===== src/rtl/p2_link_pkg.sv =====
// Shared definitions for the player-2 button link: button count, bit order
// and the default debounce length.
package p2_link_pkg;

  localparam int NBTN       = 5;
  localparam int BTN_UP     = 0;
  localparam int BTN_DOWN   = 1;
  localparam int BTN_LEFT   = 2;
  localparam int BTN_RIGHT  = 3;
  localparam int BTN_ATTACK = 4;

  localparam int DEBOUNCE_CYCLES = 1_000_000;

  typedef logic [NBTN-1:0] btn_vec_t;

  // Bits needed to hold a count from 0 up to n inclusive.
  function automatic int cnt_width(input int n);
    return (n < 1) ? 1 : $clog2(n + 1);
  endfunction

  function automatic int max_int(input int a, input int b);
    return (a > b) ? a : b;
  endfunction

endpackage


===== src/rtl/btn_debounce.sv =====
// One button line: synchroniser, persistence debouncer, press/release pulses
// and, when P2_AUTOREPEAT_EN is defined, press auto-repeat.
module btn_debounce
  import p2_link_pkg::*;
#(
  parameter int SYNC_STAGES     = 2,
  parameter int DEBOUNCE_CYCLES = p2_link_pkg::DEBOUNCE_CYCLES,
  parameter int REPEAT_DELAY    = 50_000_000,
  parameter int REPEAT_PERIOD   = 10_000_000
) (
  input  logic i_clk,
  input  logic i_rst,
  input  logic i_en,
  input  logic i_pin,
  output logic o_level,
  output logic o_press,
  output logic o_release
);

  localparam int CW = cnt_width(DEBOUNCE_CYCLES);
  localparam logic [CW-1:0] CNT_LAST = CW'(DEBOUNCE_CYCLES - 1);

  logic [SYNC_STAGES-1:0] r_sync_p0;
  logic [CW-1:0]          r_cnt_p1;
  logic                   r_stable_p1;
  logic                   r_press_p1;
  logic                   r_release_p1;

  logic w_s;
  logic w_accept;
  logic w_rep_fire;

  assign w_s      = r_sync_p0[SYNC_STAGES-1];
  assign w_accept = (w_s != r_stable_p1) && (r_cnt_p1 == CNT_LAST);

  // Stage p0: synchroniser chain; cleared while disabled so a line already
  // held high when the receiver is enabled still pays the full latency.
  always_ff @(posedge i_clk) begin
    if (i_rst || !i_en) begin
      r_sync_p0 <= '0;
    end else begin
      r_sync_p0 <= {r_sync_p0[SYNC_STAGES-2:0], i_pin};
    end
  end

  // Stage p1: persistence counter, accepted level and edge pulses.
  always_ff @(posedge i_clk) begin
    if (i_rst || !i_en) begin
      r_cnt_p1     <= '0;
      r_stable_p1  <= 1'b0;
      r_press_p1   <= 1'b0;
      r_release_p1 <= 1'b0;
    end else begin
      if (w_s == r_stable_p1) begin
        r_cnt_p1 <= '0;
      end else if (r_cnt_p1 == CNT_LAST) begin
        r_cnt_p1    <= '0;
        r_stable_p1 <= w_s;
      end else begin
        r_cnt_p1 <= r_cnt_p1 + 1'b1;
      end
      r_press_p1   <= (w_accept && w_s) || w_rep_fire;
      r_release_p1 <= w_accept && !w_s;
    end
  end

`ifdef P2_AUTOREPEAT_EN
  localparam int RW = cnt_width(max_int(REPEAT_DELAY, REPEAT_PERIOD));
  localparam logic [RW-1:0] REP_FIRST_LAST = RW'(REPEAT_DELAY - 1);
  localparam logic [RW-1:0] REP_NEXT_LAST  = RW'(REPEAT_PERIOD - 1);

  logic [RW-1:0] r_rep_cnt_p1;
  logic          r_rep_first_p1;

  // A release accepted this cycle suppresses any repeat that would coincide.
  assign w_rep_fire = r_stable_p1 && !w_accept &&
                      (r_rep_first_p1 ? (r_rep_cnt_p1 == REP_FIRST_LAST)
                                      : (r_rep_cnt_p1 == REP_NEXT_LAST));

  always_ff @(posedge i_clk) begin
    if (i_rst || !i_en || !r_stable_p1 || (w_accept && w_s)) begin
      r_rep_cnt_p1   <= '0;
      r_rep_first_p1 <= 1'b1;
    end else if (w_rep_fire) begin
      r_rep_cnt_p1   <= '0;
      r_rep_first_p1 <= 1'b0;
    end else begin
      r_rep_cnt_p1 <= r_rep_cnt_p1 + 1'b1;
    end
  end
`else
  assign w_rep_fire = 1'b0;
`endif

  assign o_level   = r_stable_p1;
  assign o_press   = r_press_p1;
  assign o_release = r_release_p1;

endmodule


===== src/rtl/p2_button_link_rx.sv =====
// Master-board receiver for the five player-2 button lines from the slave
// board. Optional auto-repeat of presses is built when P2_AUTOREPEAT_EN is defined.
module p2_button_link_rx
  import p2_link_pkg::*;
#(
  parameter int SYNC_STAGES     = 2,
  parameter int DEBOUNCE_CYCLES = p2_link_pkg::DEBOUNCE_CYCLES,
  parameter int REPEAT_DELAY    = 50_000_000,
  parameter int REPEAT_PERIOD   = 10_000_000
) (
  input  logic            clk,
  input  logic            reset,
  input  logic            isMaster,
  input  logic [NBTN-1:0] ja_in,
  output logic [NBTN-1:0] p2_level,
  output logic [NBTN-1:0] p2_press,
  output logic [NBTN-1:0] p2_release
);

  btn_vec_t w_level;
  btn_vec_t w_press;
  btn_vec_t w_release;

  // Each line is fully independent; the slave board role disables them all.
  for (genvar g = 0; g < NBTN; g++) begin : g_btn
    btn_debounce #(
      .SYNC_STAGES    (SYNC_STAGES),
      .DEBOUNCE_CYCLES(DEBOUNCE_CYCLES),
      .REPEAT_DELAY   (REPEAT_DELAY),
      .REPEAT_PERIOD  (REPEAT_PERIOD)
    ) u_btn (
      .i_clk    (clk),
      .i_rst    (reset),
      .i_en     (isMaster),
      .i_pin    (ja_in[g]),
      .o_level  (w_level[g]),
      .o_press  (w_press[g]),
      .o_release(w_release[g])
    );
  end

  assign p2_level   = w_level;
  assign p2_press   = w_press;
  assign p2_release = w_release;

endmodule


===== config.mk =====
export PLATFORM = sky130hd
export DESIGN_NAME = p2_button_link_rx
export DESIGN_NICKNAME = d
export VERILOG_FILES = /design/src/rtl/p2_link_pkg.sv /design/src/rtl/btn_debounce.sv /design/src/rtl/p2_button_link_rx.sv
export SDC_FILE = /design/constraint.sdc
export NUM_CORES = 1
export LEC_CHECK = 0
export ABC_AREA = 1
export CAP_MARGIN = 40
export CORE_MARGIN = 1
export CORE_UTILIZATION = 40
export DETAILED_ROUTE_END_ITERATION = 12
export RECOVER_POWER = 50
export SLEW_MARGIN = 30
export SYNTH_ARGS = -nofsm -noshare
export SYNTH_HDL_FRONTEND = slang
export SYNTH_SLANG_ARGS = --single-unit
export TNS_END_PERCENT = 1

===== constraint.sdc =====
create_clock -name clk -period 1.4 [get_ports clk]
set_input_delay 0.35 -clock clk [delete_from_list [all_inputs] [get_ports clk]]
set_output_delay 0.35 -clock clk [all_outputs]
set_load 0.02 [all_outputs]

==> run metrics, run 1 <==
post-route non-filler standard cell count=1,131; CTS Sinks=around 130; vias per cell=4.62; Max stage delay on crit path=approximately 0.3 ns; die area=approximately 16,000 um2; startpoint types=register; highest clock rate=0.739 GHz; Static Leak=2.41 nW; clk root buf=clkbuf_16; pre-CTS setup slack=-0.482 ns; P per Cell Area=1060 nW/um2; die height=126 um; Hold Crit Class=register to register; WL final=12,600 um; initial antenna violation count=0; I/O pin count=23; first-pass GRT wire length=21,200 um; worst slew pin tran=approximately 0.26 ns; grt met2 use=between 20% and 30%; final net count=roughly 940; GRT Util Overall=around 17%; asr flop ratio synth=0%; WS Path Type=register to primary output; deepest clock path buffer count=2; Tot Pwr=0.00814 W; EDFF count, synth=0; DR pass1 iterations=4; DRT iter0 DRCs=a little under 300; number of buffers added on ports=22; Max VDD drop=0.000934 V; internal power=0.00653 W; number of global-route vias before repair=around 4,800; Crit Path Max Fanout=1; Netlist Area Pre-Place=6180 um2; Crit path required time=approximately 1.1 ns; clock skew=roughly 0.0067 ns; chip width=126 um; CTS tree=done; most used flip-flop cell after synthesis=dfxtp_1; dpl cell area=about 6800 um2; vias after detailed routing=5,224; synth warn=0; Diodes inserted=0; fraction of layout cells with a size suffix above 1=22.5%; met3 Use GR=5.02%; post-synthesis sequential area ratio=40.5%; Synth Net Count=roughly 880; critical path's top delay family=flip-flops; wire per inst=between 10 and 15 um; status=completed; pin count of the biggest net entering global routing=21; cell row count=45; total CTS buffers=17; CP max-delay cell=dfxtp_1; Inst Count DP=approximately 1,100; logic gate share of total power=1.0%; Initial Utilization=40.8%; Core ar.=around 15,000 um2; cell breakdown of the critical path=clkdlybuf4s15_1; Worst Path Arrival=1.00 ns; WP buf/inv=1; final setup fails=0; Routability Congestion=0.814; relative slew slack=82.5%; Final min period=1.35 ns; Syn Area/Cell=7.16 um2; Tcrit/Tclk final=96.7%; GR Overflow Total=0; setup tns final=0 ns; Slew Viols, Final=0; sequential share of power=43.9%; kind of end point of the critical path=primary output; global route hottest layer=met2; clk_lat worst skew=0.41 ns; Fin. Hold Viols=0; met1 Usage GRT=20.9%; Yosys cell types=30; Routed Antenna Nets=0; Clk pwr share=between 50% and 60%; CTS H-tree lvls=4; Syn-to-layout area delta=24.7%; Design Area, Final=between 7000 and 8000 um2; clock transition at the registers of the reported paths=0.06 ns; flops & latches, synth=125; RSZ-0062 raised after global routing=yes; final worst setup slack=about 0.046 ns; max-cap viol count=0; Syn Inst Count=around 860; switching part of the total=19.8%; Switching Power=around 0.0016 W; # DRC=0; post-DP HPWL=between 8000 and 9000 um
## cell usage after synthesis, types with 6 or more instances
cell	instances	area, um2
buf_4	18	135
inv_1	78	293
nand2_2	6	37.5
nor3_1	6	30.0
buf_6	8	90.1
xor2_1	24	210
a21oi_2	17	149
nor2_2	25	156
nor2_1	190	713
o21ai_0	9	45.0
nand3_2	9	90.1
dfxtp_1	125	2500
xnor2_1	26	228
nand2_1	200	751
a21oi_1	15	75.1
nand3b_1	6	45.0
nand3_1	55	275
nand4_1	16	100
## layout make-up
type / count / area [um2]
clock buffers: 21 / 470
clock inverters: 11 / 140
fillers: 1448 / 7440
inverters: 79 / 302
multi-input cells: 634 / 3370
flip-flops and latches: 125 / 2520
well taps: 188 / 235
repair buffers: 73 / 667
## what timing repair did
item | CTS | global route
gates resized for setup | 47 | 74
cloned | 0 | 6
pin swaps | 0 | 13
endpoints found under the setup margin | 52 | 109
hold buffers | 0 | 0
setup buffers | 0 | 2
## path summary, 6_finish.rpt
check,startpoint,endpoint,slack [ns],cells past startpoint
hold reg to reg,g_btn[3].u_btn.r_sync_p0[0],g_btn[3].u_btn.r_sync_p0[1],0.41,2
hold / removal,g_btn[3].u_btn.r_sync_p0[0],g_btn[3].u_btn.r_sync_p0[1],0.41,2
setup / recovery,g_btn[3].u_btn.o_release,p2_release[3],0.05,1
setup reg to reg,g_btn[4].u_btn.r_cnt_p1[0],g_btn[4].u_btn.r_cnt_p1[13],0.07,7
## kinds of logic (layout without fill, tap and decap cells)
logic type | Yosys count | after routing | share of synthesized area, %
simple gates | 532 | 535 | 38.0
fa+ha+maj | 5 | 5 | 1.01
buf+inv | 108 | 184 | 8.74
flops | 125 | 125 | 40.5
xor+xnor | 50 | 50 | 7.08
compound gates | 44 | 44 | 4.71
## sequential cells by signal (all words and copies together), names as in the netlist
register               cells
g_btn.u_btn.o_level        5
g_btn.u_btn.o_press        5
g_btn.u_btn.o_release      5
g_btn.u_btn.r_sync_p0     10
g_btn.u_btn.r_cnt_p1     100
## power groups by stage
stage	logic, W	clock network, W	registers [W]
floorplan	0.0000409	0	0.00365
global placement	0.0000737	0	0.00365
detailed placement	0.0000737	0	0.00365
CTS	0.0000761	0.00459	0.00357
global route	0.0000924	0.00477	0.00357
finish	0.0000826	0.00449	0.00357
## stage by stage
step,hold WS [ns],util (%)
2_1_floorplan,0.394,-
3_3_place_gp,0.395,44.8
3_5_place_dp,0.398,44.8
4_1_cts,0.407,48.8
5_1_grt,0.415,50.9
6_report,0.409,50.9
## cells in the final DEF (no fill, tap or decap), types with 7 or more instances in the layout
cell type        netlist  final
nand2_1              200    195
nor2_1               190    179
dfxtp_1              125    107
inv_1                 78     75
nand3_1               55     53
buf_4                 18     41
nor2_2                25     30
xnor2_1               26     26
xor2_1                24     24
a21oi_2               17     19
clkbuf_16              0     19
dfxtp_2                0     18
nand4_1               16     16
a21oi_1               15     13
nor2_4                 5     11
nand2_2                6     11
o21ai_0                9      7
clkdlybuf4s50_1        0      7
## per-layer routing
metal  part of all wire, %  routed length, um  up-vias
li1                      -                  -     2815
met1                    48               6100     2326
met2                    46               5830       68
met3                   3.9                488       15
met4                   1.5                184        0
met5                     0                  0        -
Power figures use the tool's default switching activity.
==> run 2, diff against run 1 <==
Settings changed: CORE_ASPECT_RATIO set to 0.5.
==> run 2 against run 1 <==
  * Die area increased by 0.19%
  * Sequential share of layout area is 0.15 points higher
  * Fmax is 0.34% lower
  * Sequential power barely moved
  * Clock skew increased by 0.0027 ns
  * Final area is 0.24% lower
  * Flip-flop and latch count is the same
  * Non-clock buffer count fell by 3
  * First-iteration DRC count is 8.2% higher
  * Global-route usage rose by 0.34 points
  * Largest power group unchanged
==> run metrics, run 2 (synthesis results as in run 1) <==
status=completed; logic gate share of total power=1.0%; Hold Crit Class=register to register; Final min period=1.36 ns; pre-CTS setup slack=-0.450 ns; cell row count=31; die height=approximately 90 um; worst hold margin=0.409 ns; final net count=937; DRT iter0 DRCs=317; initial antenna violation count=0; Slew Viols, Final=0; highest clock rate=0.736 GHz; relative slew slack=76.3%; commonest non-fill, non-tap cell in the layout=nand2_1; internal power=around 0.0066 W; RSZ-0062 raised after global routing=yes; worst slew pin tran=between 0.3 and 0.4 ns; Largest Register=g_btn.u_btn.r_cnt_p1; clock transition at the registers of the reported paths=around 0.06 ns; clock skew=roughly 0.0094 ns; wire per inst=11.3 um; final worst setup slack=0.0417 ns; Core ar.=14,800 um2; max-cap viol count=0; fraction of layout cells with a size suffix above 1=22.7%; Switching Power=0.00172 W; vias per cell=4.70; Static Leak=between 2 and 2.5 nW; Final Util=52.0%; P per Cell Area=1090 nW/um2; commonest non-fill, non-tap cells in the layout=nand2_1, nor2_1, dfxtp_1; GRT Util Overall=16.9%; Clk pwr share=56.3%; Syn-to-layout area delta=24.4%; pin count of the biggest net entering global routing=21; Crit Path Max Fanout=10; CTS Sinks=125; number of buffers added on ports=22; Tcrit/Tclk final=97.0%; reg2reg setup slack=0.07 ns; number of global-route vias before repair=5,045; setup tns final=0 ns; # DRC=0; Fillers=1,407; WS Path Type=input pin to register; Initial Utilization=41.8%; post-DP HPWL=9050 um; post-route non-filler standard cell count=1,135; top flop regs=g_btn.u_btn.r_cnt_p1: 100 flops, g_btn.u_btn.r_sync_p0: 10 flops; GR Overflow Total=0; Worst Path Arrival=between 1.5 and 2 ns; Diodes inserted=0; total CTS buffers=17; startpoint types=input pin; max reg flops=100; Max VDD drop=0.00101 V; global route hottest layer=met2; CTS tree=done; clk_lat worst skew=~0.41 ns; Crit path required time=~1.8 ns; vias after detailed routing=5,334; Fin. Hold Viols=0; chip width=178 um; kind of end point of the critical path=register; WL final=roughly 13,000 um; I/O pin count=23; Routability Congestion=0.861; switching part of the total=about a fifth; Routed Antenna Nets=0; sequential share of power=42.7%; first-pass GRT wire length=between 20,000 and 25,000 um; DR pass1 iterations=5; met1 Usage GRT=21.4%; deepest clock path buffer count=2; Inst Count DP=1,100; die area=16,000 um2; met3 Use GR=3.64%; grt met2 use=28.3%; CTS H-tree lvls=4; final setup fails=0; clk root buf=clkbuf_16
## run 2: final cells by class
cell class	count	area, um2	share of cell area, %
Tap cell	198	248	3.22
Sequential cell	125	2530	32.9
Timing Repair Buffer	70	636	8.26
Inverter	79	302	3.92
Multi-Input combinational cell	631	3340	43.5
Clock buffer	18	439	5.71
Clock inverter	14	193	2.51
## run 2: power by group through the flow
stage                     sequential (W)  combinational (W)  clock [W]
after global routing             0.00357          0.0000921    0.00494
final                            0.00357          0.0000841    0.00470
after global placement           0.00365          0.0000790          0
after CTS                        0.00357          0.0000820    0.00480
after floorplan                  0.00365          0.0000409          0
after detailed placement         0.00365          0.0000796          0
## run 2: what timing repair did
action                                  4_1_cts  5_1_grt
setup buffers                                 0        1
hold buffers                                  0        0
hold endpoints to repair                      0        0
endpoints found under the setup margin       54      108
cloned                                        0        2
pin swaps                                     1       13
gates resized for setup                      41       82
## run 2: metrics by stage
step           total power [W]  cell area [um2]
6_report               0.00836             7690
5_1_grt                0.00860             7690
4_1_cts                0.00845             7460
3_5_place_dp           0.00373             6810
3_3_place_gp           0.00373             6810
2_1_floorplan          0.00369             6180
## run 2: layer usage
| layer | part of all wire [%] | vias up |
|---|---|---|
| met4 | 1.1 | 0 |
| met2 | 47 | 77 |
| li1 | - | 2803 |
| met5 | 0 | - |
| met1 | 49 | 2440 |
| met3 | 3.1 | 14 |
## run 2: final timing paths
| kind | endpoint | cells past startpoint | from |
|---|---|---|---|
| max | g_btn[4].u_btn.r_cnt_p1[14] | 9 | isMaster |
| min | g_btn[1].u_btn.r_sync_p0[1] | 2 | g_btn[1].u_btn.r_sync_p0[0] |
| max reg2reg | g_btn[1].u_btn.r_cnt_p1[16] | 8 | g_btn[1].u_btn.r_cnt_p1[0] |
| min reg2reg | g_btn[1].u_btn.r_sync_p0[1] | 2 | g_btn[1].u_btn.r_sync_p0[0] |
## run 2: critical path, cell delays in order
cell,delay (ns)
clkdlybuf4s50_1,0.45
inv_1,0.03
or2_4,0.26
clkinv_4,0.09
nand2_2,0.07
nor2_4,0.10
nand2_4,0.08
clkbuf_16,0.18
a21oi_2,0.09
==> run 3, diff against run 2 <==
Settings changed: CORE_UTILIZATION 40 to 30, HOLD_SLACK_MARGIN set to 0.12, SLEW_MARGIN 30 to 20.
==> run 3 against run 2 <==
  * Die area up 33%
  * Largest power group unchanged
  * Total power shrank 1.2%
  * Via count fell by 0.22%
  * Critical path depth fell by 8
  * Fmax fell by 0.15%
  * Final cell count increased by 6.2%
  * Critical path type is now register to primary output
==> run metrics, run 3 (synthesis results as in run 1) <==
status=completed; WL final=12,600 um; Static Leak=approximately 2.4 nW; total CTS buffers=17; post-route non-filler standard cell count=1,205; startpoint types=register; final setup fails=0; WP buf/inv=1; DRT iter0 DRCs=228; Routability Congestion=0.828; clock skew=about 0.010 ns; WHS Path Cells=2; R2R Path End=g_btn[3].u_btn.r_cnt_p1[16]; worst slew pin tran=0.291 ns; Tot Pwr=between 0.008 and 0.009 W; critical path's top delay family=flip-flops; chip width=205 um; Register Area=~2500 um2; clk_lat worst skew=0.40 ns; max-cap viol count=0; Core ar.=19,800 um2; Tcrit/Tclk final=between 90% and 100%; wire per inst=10.4 um; P per Cell Area=around 1100 nW/um2; die height=104 um; max reg flops=100; CP max-delay cell=dfxtp_1; first-pass GRT wire length=21,300 um; kind of end point of the critical path=primary output; commonest non-fill, non-tap cell in the layout=nand2_1; Worst Path Arrival=between 1 and 1.5 ns; I/O pin count=23; WS Path Type=register to primary output; reg2reg setup slack=~0.070 ns; top flop regs=g_btn.u_btn.r_cnt_p1: 100 flops, g_btn.u_btn.r_sync_p0: 10 flops; CTS tree=done; deepest clock path buffer count=2; number of global-route vias before repair=5,034; initial antenna violation count=0; GR Overflow Total=0; fraction of layout cells with a size suffix above 1=approximately 23%; RSZ-0062 raised after global routing=yes; Max VDD drop=0.000713 V; GRT Util Overall=12.0%; Fin. Hold Viols=0; relative slew slack=around 80%; worst hold start=g_btn[1].u_btn.r_sync_p0[0]; cell breakdown of the critical path=clkdlybuf4s15_1; CTS Sinks=125; Largest Register=g_btn.u_btn.r_cnt_p1; reg-to-reg startpoint=g_btn[3].u_btn.r_cnt_p1[0]; setup tns final=0 ns; # DRC=0; Hold Crit Class=register to register; Design Area, Final=7790 um2; CTS H-tree lvls=4; Initial Utilization=31.2%; Routed Antenna Nets=0; clock transition at the registers of the reported paths=0.06 ns; pin count of the biggest net entering global routing=21; DR pass1 iterations=5; highest clock rate=~0.74 GHz; area of the multi-input gates=3360 um2; vias per cell=4.42; Final min period=approximately 1.4 ns; Crit Path Max Fanout=1; Fillers=1,995; number of buffers added on ports=22; clk root buf=clkbuf_16; vias after detailed routing=5,322; cell row count=36; die area=21,200 um2; Crit path required time=between 1 and 1.5 ns; cts-stage hold buffer count=0; r2r worst-path depth=8; Inst Count DP=1,168; post-DP HPWL=8810 um; Syn-to-layout area delta=26.0%; Diodes inserted=0; Max stage delay on crit path=0.32 ns; Slew Viols, Final=0; commonest non-fill, non-tap cells in the layout=nand2_1, nor2_1, dfxtp_1; Hold Path End=g_btn[1].u_btn.r_sync_p0[1]; final net count=939; dpl cell area=slightly below 7000 um2
## run 3: cell types whose count changed in the layout (fill, tap and decap cells not counted), sizes merged
cell and delta:
buf +5, clkinv -2, bufinv -1, inv +1
clkinvlp -2, clkbuf +1
## run 3: power by group
part           switching [W]  internal [W]
clock                0.00161       0.00299
sequential        0.00000455       0.00357
combinational      0.0000446     0.0000473
total                0.00165       0.00660
## run 3: how the worst max path moves through the flow
stage | from | endpoint | slack [ns] | depth (start not counted)
2_1_floorplan | g_btn[1].u_btn.r_cnt_p1[0] | g_btn[1].u_btn.r_cnt_p1[10] | 0.02 | 7
3_3_place_gp | isMaster | g_btn[3].u_btn.o_press | -0.42 | 7
3_5_place_dp | isMaster | g_btn[2].u_btn.r_cnt_p1[7] | -0.42 | 8
4_1_cts | g_btn[2].u_btn.o_level | p2_level[2] | 0.000004 | 1
5_1_grt | isMaster | g_btn[0].u_btn.r_cnt_p1[3] | -0.04 | 9
6_report | g_btn[2].u_btn.o_press | p2_press[2] | 0.04 | 1
## run 3: per-layer routing
metal / global-route usage (%) / routed length (um)
met5: 0 / 0
met4: 3.33 / 146
met3: 3.02 / 296
met2: 20.8 / 6110
met1: 14.7 / 6040
## run 3: what timing repair did
| action | in CTS | in global routing |
|---|---|---|
| pin swaps | 0 | 10 |
| gates cloned | 0 | 3 |
| resized for setup | 36 | 78 |
| endpoints found under the setup margin | 72 | 123 |
| setup buffers | 0 | 2 |
## run 3: area by class of cell
class	count	area share (%)
Multi-Input combinational cell	631	43.1
Sequential cell	125	32.4
Timing Repair Buffer	72	8.40
Clock buffer	22	6.21
Tap cell	266	4.27
Inverter	79	3.90
Clock inverter	10	1.73
## run 3: per-stage QoR
stage / setup slack, ns / utilization [%] / hold WS, ns
CTS: 0.00000422 / 38.0 / 0.410
finish: 0.0396 / 39.3 / 0.407
floorplan: 0.0200 / - / 0.394
global placement: -0.422 / 34.7 / 0.399
detailed placement: -0.422 / 34.7 / 0.401
global route: -0.0357 / 39.3 / 0.422
